==> config.mk <==
export PLATFORM = sky130hd
export DESIGN_NAME = alu_cmd_sequencer
export DESIGN_NICKNAME = d
export VERILOG_FILES = /design/src/rtl/alu_pkg.sv /design/src/rtl/alu_cmd_fifo.sv /design/src/rtl/alu_cmd_sequencer.sv
export SDC_FILE = /design/constraint.sdc
export NUM_CORES = 1
export LEC_CHECK = 0
export BUFFER_PORTS_ARGS = -buffer_cell sky130_fd_sc_hd__buf_2
export CORE_ASPECT_RATIO = 0.6
export CORE_MARGIN = 2
export CORE_UTILIZATION = 33
export CTS_CLUSTER_SIZE = 16
export DETAILED_ROUTE_END_ITERATION = 12
export PLACE_DENSITY = 0.61
export SETUP_SLACK_MARGIN = 0.15
export SLEW_MARGIN = 15
export SYNTH_ARGS = -nofsm -noshare
export SYNTH_HDL_FRONTEND = slang
export SYNTH_HIERARCHICAL = 1
export SYNTH_SLANG_ARGS = --single-unit
==> constraint.sdc <==
create_clock -name clk -period 4.05 [get_ports clk]
set_input_delay 0.81 -clock clk [delete_from_list [all_inputs] [get_ports clk]]
set_output_delay 0.81 -clock clk [all_outputs]
set_load 0.005 [all_outputs]
==> src/rtl/alu_pkg.sv <==
// alu_pkg
// Shared definitions for the ALU issue stage: data/register widths, ALU opcodes,
// the packed command word carried through the command FIFO, and the sequencer
// FSM state encoding.
package alu_pkg;

  localparam int DATA_W    = 8;
  localparam int REG_IDX_W = 3;
  localparam int OP_W      = 3;
  localparam int NREGS     = 8;

  localparam logic [OP_W-1:0] OP_ADD = 3'd0;
  localparam logic [OP_W-1:0] OP_SUB = 3'd1;
  localparam logic [OP_W-1:0] OP_SLL = 3'd2;
  localparam logic [OP_W-1:0] OP_LSR = 3'd3;
  localparam logic [OP_W-1:0] OP_AND = 3'd4;
  localparam logic [OP_W-1:0] OP_OR  = 3'd5;
  localparam logic [OP_W-1:0] OP_XOR = 3'd6;
  localparam logic [OP_W-1:0] OP_EQL = 3'd7;

  // Command word as stored in the FIFO: {op, rd, rs1, rs2, imm_en, imm} = 21 bits.
  typedef struct packed {
    logic [OP_W-1:0]      op;
    logic [REG_IDX_W-1:0] rd;
    logic [REG_IDX_W-1:0] rs1;
    logic [REG_IDX_W-1:0] rs2;
    logic                 imm_en;
    logic [DATA_W-1:0]    imm;
  } cmd_t;

  localparam int CMD_W = $bits(cmd_t);

  localparam logic [1:0] ST_IDLE = 2'd0;
  localparam logic [1:0] ST_EXEC = 2'd1;
  localparam logic [1:0] ST_RESP = 2'd2;

endpackage

==> src/rtl/alu_cmd_fifo.sv <==
// alu_cmd_fifo
// Synchronous FIFO holding pending ALU commands. Pointers carry one extra wrap
// bit so full and empty are distinguished without a separate counter; both
// flags are derived from registers only.
// Ports:
//   clk, rst    clock, asynchronous active-high reset (empties the FIFO)
//   push, din   write request and data (ignored while full, even if popping)
//   pop, dout   read request and head-of-queue data (ignored while empty)
//   full, empty status flags
module alu_cmd_fifo #(
  parameter int WIDTH = alu_pkg::CMD_W,
  parameter int DEPTH = 2
) (
  input  logic             clk,
  input  logic             rst,
  input  logic             push,
  input  logic [WIDTH-1:0] din,
  input  logic             pop,
  output logic [WIDTH-1:0] dout,
  output logic             full,
  output logic             empty
);

  localparam int PTR_W = $clog2(DEPTH);

  logic [PTR_W:0]   wr_ptr;
  logic [PTR_W:0]   rd_ptr;
  logic [WIDTH-1:0] mem [DEPTH];
  logic             do_push;
  logic             do_pop;

  // A full FIFO refuses a push even when the head is leaving in the same cycle,
  // which keeps full (and therefore cmd_ready) a pure function of the pointers.
  assign do_push = push && !full;
  assign do_pop  = pop && !empty;

  always_ff @(posedge clk or posedge rst) begin
    if (rst) begin
      wr_ptr <= '0;
      rd_ptr <= '0;
    end else begin
      if (do_push) wr_ptr <= wr_ptr + (PTR_W+1)'(1);
      if (do_pop)  rd_ptr <= rd_ptr + (PTR_W+1)'(1);
    end
  end

  // Storage needs no reset: entries are only read after being written.
  always_ff @(posedge clk) begin
    if (do_push) mem[wr_ptr[PTR_W-1:0]] <= din;
  end

  assign dout  = mem[rd_ptr[PTR_W-1:0]];
  assign empty = (wr_ptr == rd_ptr);
  assign full  = (wr_ptr[PTR_W] != rd_ptr[PTR_W]) &&
                 (wr_ptr[PTR_W-1:0] == rd_ptr[PTR_W-1:0]);

endmodule

==> src/rtl/alu_cmd_sequencer.sv <==
// alu_cmd_sequencer
// Issue stage for the external 8-bit combinational ALU. Commands are buffered
// in a small FIFO, operands are read from an 8x8 register file (r0 reads 0),
// a/b/op are registered towards the ALU, and the ALU result is captured one
// cycle later, written back to rd and offered on a valid/ready result port.
// Only one command is in flight at a time.
// Ports:
//   clk, rst                      clock, asynchronous active-high reset
//   cmd_valid/cmd_ready           command handshake (cmd_ready = FIFO not full)
//   cmd_op/rd/rs1/rs2/imm_en/imm  command fields
//   alu_a/alu_b/alu_op            registered operands/opcode to the ALU
//   alu_o                         ALU result
//   res_valid/res_ready           result handshake
//   res_data/res_rd               captured result and its destination register
//   busy                          FSM not idle or commands still queued
module alu_cmd_sequencer #(
  parameter int DATA_W     = alu_pkg::DATA_W,
  parameter int NREGS      = alu_pkg::NREGS,
  parameter int FIFO_DEPTH = 2
) (
  input  logic                          clk,
  input  logic                          rst,
  input  logic                          cmd_valid,
  output logic                          cmd_ready,
  input  logic [alu_pkg::OP_W-1:0]      cmd_op,
  input  logic [alu_pkg::REG_IDX_W-1:0] cmd_rd,
  input  logic [alu_pkg::REG_IDX_W-1:0] cmd_rs1,
  input  logic [alu_pkg::REG_IDX_W-1:0] cmd_rs2,
  input  logic                          cmd_imm_en,
  input  logic [DATA_W-1:0]             cmd_imm,
  output logic [DATA_W-1:0]             alu_a,
  output logic [DATA_W-1:0]             alu_b,
  output logic [alu_pkg::OP_W-1:0]      alu_op,
  input  logic [DATA_W-1:0]             alu_o,
  output logic                          res_valid,
  input  logic                          res_ready,
  output logic [DATA_W-1:0]             res_data,
  output logic [alu_pkg::REG_IDX_W-1:0] res_rd,
  output logic                          busy
);

  import alu_pkg::*;

  logic [1:0]           state;
  logic [1:0]           state_next;
  logic [DATA_W-1:0]    regs [NREGS];
  logic [REG_IDX_W-1:0] pend_rd;

  cmd_t                 cmd_in;
  cmd_t                 head;
  logic                 fifo_full;
  logic                 fifo_empty;
  logic                 issue;
  logic [DATA_W-1:0]    op_a;
  logic [DATA_W-1:0]    op_b;

  assign cmd_in = {cmd_op, cmd_rd, cmd_rs1, cmd_rs2, cmd_imm_en, cmd_imm};

  alu_cmd_fifo #(
    .WIDTH (CMD_W),
    .DEPTH (FIFO_DEPTH)
  ) u_fifo (
    .clk   (clk),
    .rst   (rst),
    .push  (cmd_valid),
    .din   (cmd_in),
    .pop   (issue),
    .dout  (head),
    .full  (fifo_full),
    .empty (fifo_empty)
  );

  // A new command issues from IDLE, or straight out of RESP when the result is
  // being taken, so back-to-back commands cost two cycles each.
  assign issue = !fifo_empty &&
                 ((state == ST_IDLE) || ((state == ST_RESP) && res_ready));

  // Register reads; r0 is hard-wired to zero regardless of storage contents.
  assign op_a = (head.rs1 == '0) ? '0 : regs[head.rs1];
  assign op_b = head.imm_en ? head.imm :
                ((head.rs2 == '0) ? '0 : regs[head.rs2]);

  always_comb begin
    state_next = state;
    case (state)
      ST_IDLE: if (issue) state_next = ST_EXEC;
      ST_EXEC: state_next = ST_RESP;
      ST_RESP: if (res_ready) state_next = issue ? ST_EXEC : ST_IDLE;
      default: state_next = ST_IDLE;
    endcase
  end

  // Write-back happens on the EXEC->RESP edge, always at least one cycle before
  // the next operand read, so read-after-write needs no forwarding.
  always_ff @(posedge clk or posedge rst) begin
    if (rst) begin
      state    <= ST_IDLE;
      alu_a    <= '0;
      alu_b    <= '0;
      alu_op   <= '0;
      pend_rd  <= '0;
      res_data <= '0;
      res_rd   <= '0;
      for (int i = 0; i < NREGS; i++) regs[i] <= '0;
    end else begin
      state <= state_next;
      if (issue) begin
        alu_a   <= op_a;
        alu_b   <= op_b;
        alu_op  <= head.op;
        pend_rd <= head.rd;
      end
      if (state == ST_EXEC) begin
        res_data <= alu_o;
        res_rd   <= pend_rd;
        if (pend_rd != '0) regs[pend_rd] <= alu_o;
      end
    end
  end

  assign res_valid = (state == ST_RESP);
  assign cmd_ready = !fifo_full;
  assign busy      = (state != ST_IDLE) || !fifo_empty;

endmodule

==> out/results.tsv <==
stage	metric	value	unit
cts	Worst-Skew Late Latency	0.42	ns
setup_path	r2r setup slk	1.35	ns
synth	synthesized flop and latch total	137	
global_route	gr usage total	16.2	%
synth	asr flop ratio synth	69.3	%
sta	Final Cycle Share	66.7	%
drt	Residual DRC	0	
global_route	Overflow after GRT	0	
flow_run	maximum capacitance violations	0	
sta	Slew Limit Fails	0	
pwr	LEAKAGE	3.12	nW
pwr	Max VDD drop	0.637	mV
drt	Initial DRC Count	379	
global_route	initial antenna violation count	0	
place	Post-DP Area	6740	µm²
setup_path	crit-path max cell delay	0.80	ns
final_layout	Final nets	551	
cts	Sink Count	137	
drt	DR pass1 iterations	5	
cts	H-tree Lvls	4	
synth	Synth Warn #	6	
synth	Netlist cell types	39	
cts	CTS tree	done	
final_layout	Syn-to-layout area delta	18.3	%
sta	Slew @ Worst Pin	0.985	ns
setup_path	Arrival @ worst endpoint	2.98	ns
synth	top cells by area, synth	dfrtp_1 38%, edfxtp_1 20%, mux2_2 15%	
drt	via count	4013	
synth	Post-Syn Nets	486	
sta	Final Hold Viols	0	
setup_path	Required @ worst endpoint	4.33	ns
floorplan	die height	110	µm
sta	setup TNS	0	ns
setup_path	Slowest cell on crit path	dfrtp_1	
floorplan	CORE AREA	18200	µm²
sta	clk_skew	0.0126	ns
synth	post-synth top area cell	dfrtp_1	
final_layout	fin area	7310	µm²
setup_path	critical path endpoint	alu_b[2]	
setup_path	top cell family by delay on the critical path	flip-flops	
floorplan	I/O pin cnt	66	
place	Buffers on Ports	65	
setup_path	CP cell instances	mux2_2 > nor2b_1 > and2_1 > a2111oi_0 > o21ai_1	
synth	number of synthesized flops with an enable pin	42	
cts	post-CTS setup repair buffer count	0	
cts	worst-case clock buffer depth	2	
synth	Syn Inst Count	453	
cts	cts repair resizes	0	
synth	Post-Syn Area	6180	µm²
drt	DR vias/cell	5.20	
setup_path	Crit Path Class	reg2reg	
pwr	Power Density	892	nW/µm²
setup_path	Buf/Inv on CP	0	
setup_path	crit path launch type	flip-flop	
synth	sequential share of the synthesized area	58.9	%
place	Post-Place Worst Slack	1.34	ns
synth	predominant post-synthesis flop cell	dfrtp_1	
drt	Detail Route Antenna Nets	0	
global_route	first-pass GRT wire length	24.0	mm
cts	hold buffer count at CTS	0	
floorplan	row count	38	
sta	Peak Freq	0.370	GHz
hold_path	Worst Hold Class	in2async	
drt	DRT Wirelength	15.4	mm
setup_path	stages on the worst setup path	5	
setup_path	reg2reg end	alu_b[2]	
floorplan	Die W	181	µm
cts	root buf cell	clkbuf_16	
setup_path	reg2reg start	u_fifo/rd_ptr[0]	
setup_path	crit end category	flip-flop	
status	status	completed	
floorplan	DIE AREA	19900	µm²
sta	Final Setup Violations	0	
global_route	pin count of the biggest net entering global routing	41	
setup_path	crit-path max FO	20	
sta	RSZ-0062 raised after global routing	no	
place	hpwl dp	10.9	mm
sta	post-layout minimum cycle time	2.70	ns
final_layout	n_diodes	0	
setup_path	R2R cell count	5	
sta	Final WS setup	1.35	ns
sta	relative max-transition margin	34.1	%
cts	CTS Buf Count	17	
floorplan	Initial Util	33.9	%
setup_path	Critical Path Start	u_fifo/rd_ptr[0]	
synth	Synth top area share	38.5	%
drt	Avg WL per Cell	19.9	µm
place	GPL Wtd Cong	0.805	
final_layout	layout cells sized above 1	40.1	%
global_route	vias in the first global route	4101	
cts	clock-pin slew on the worst setup and hold paths	0.06	ns
synth	Avg Synthesized Cell Area	13.6	µm²
## registers in the layout (all words and copies together) (netlist names)
register       count
regs              56
u_fifo/mem        42
alu_a              8
alu_b              8
res_data           8
alu_op             3
pend_rd            3
res_rd             3
state              2
u_fifo/rd_ptr      2
u_fifo/wr_ptr      2
## cell type report
class,count,area (µm²)
Clock buffer,21,493
Clock inverter,11,82.6
Fill cell,1723,10900
Inverter,8,31.3
Multi-Input combinational cell,285,2410
Sequential cell,137,3640
Tap cell,240,300
Timing Repair Buffer,69,355
## cell usage in the layout, fill, tap and decap left out, drive strengths merged, types with 6 or more instances in the layout
master	count
dfrtp	95
mux2	89
nand2	74
buf	69
edfxtp	42
clkbuf	21
o21ai	20
mux4	14
mux2i	13
nor2b	12
inv	11
nor2	8
a221oi	7
o31ai	6
a21oi	6
## worst min-delay path by stage
stage                 from          endpoint  slack [ns]  cells after the start
6_report               rst  u_fifo/wr_ptr[1]        0.29                      2
5_1_grt                rst  u_fifo/wr_ptr[1]        0.30                      2
4_1_cts                rst  u_fifo/rd_ptr[1]        0.28                      2
3_5_place_dp   res_data[2]       res_data[2]        0.46                      2
3_3_place_gp   res_data[2]       res_data[2]        0.46                      2
2_1_floorplan  res_data[0]       res_data[0]        0.47                      2
## metrics by stage
| stage | hold WS [ns] | utilization [%] | total power [mW] | cells |
|---|---|---|---|---|
| after CTS | 0.281 | 40.2 | 6.53 | 771 |
| after floorplan | 0.470 | - | 4.22 | 453 |
| after global routing | 0.295 | 40.2 | 6.92 | 771 |
| final | 0.293 | 40.2 | 6.52 | 771 |
| after global placement | 0.459 | 37.0 | 4.92 | 739 |
| after detailed placement | 0.458 | 37.0 | 5.02 | 739 |
## cells in the mapped netlist, types with 2 or more instances
| cell type | instances |
|---|---|
| nand2b_1 | 4 |
| xor2_1 | 2 |
| nor2_1 | 7 |
| mux2_4 | 8 |
| nand2_1 | 74 |
| o21ai_1 | 2 |
| buf_2 | 11 |
| inv_1 | 7 |
| a22oi_1 | 4 |
| a221o_1 | 4 |
| dfrtp_1 | 95 |
| buf_4 | 3 |
| a221oi_1 | 7 |
| nor2b_1 | 12 |
| nor3b_2 | 2 |
| a21oi_1 | 6 |
| or3_1 | 4 |
| o31ai_1 | 6 |
| o21ai_0 | 18 |
| edfxtp_1 | 42 |
| o22ai_1 | 2 |
| mux2_2 | 81 |
| mux4_2 | 14 |
| mux2i_1 | 13 |
| a211oi_1 | 3 |
| clkbuf_1 | 8 |
| a2111oi_0 | 2 |
## routing by layer
layer,up-vias,wire (µm),track usage [%]
met5,-,0,0
met4,0,99,4.55
met3,9,1260,5.16
met2,164,5970,21.2
met1,2057,8050,25.1
li1,1783,-,-
## kinds of logic after synthesis
family                 after synthesis  synth area share [%]
AO/OA/AOI/OAI                       56                  6.13
XOR/XNOR                             3                 0.547
buffers and inverters               31                  2.29
flip-flops                         137                  58.9
multiplexers                       116                  23.9
AND/OR/NAND/NOR                    110                  8.26
## report_power, final
| part | internal [mW] | switching, mW | leakage (nW) |
|---|---|---|---|
| clock network | 0.878 | 0.608 | 0.273 |
| logic | 1.21 | 1.28 | 1.30 |
| registers | 2.05 | 0.485 | 1.55 |
| total | 4.14 | 2.38 | 3.12 |
(Power assumes the default switching activity.)
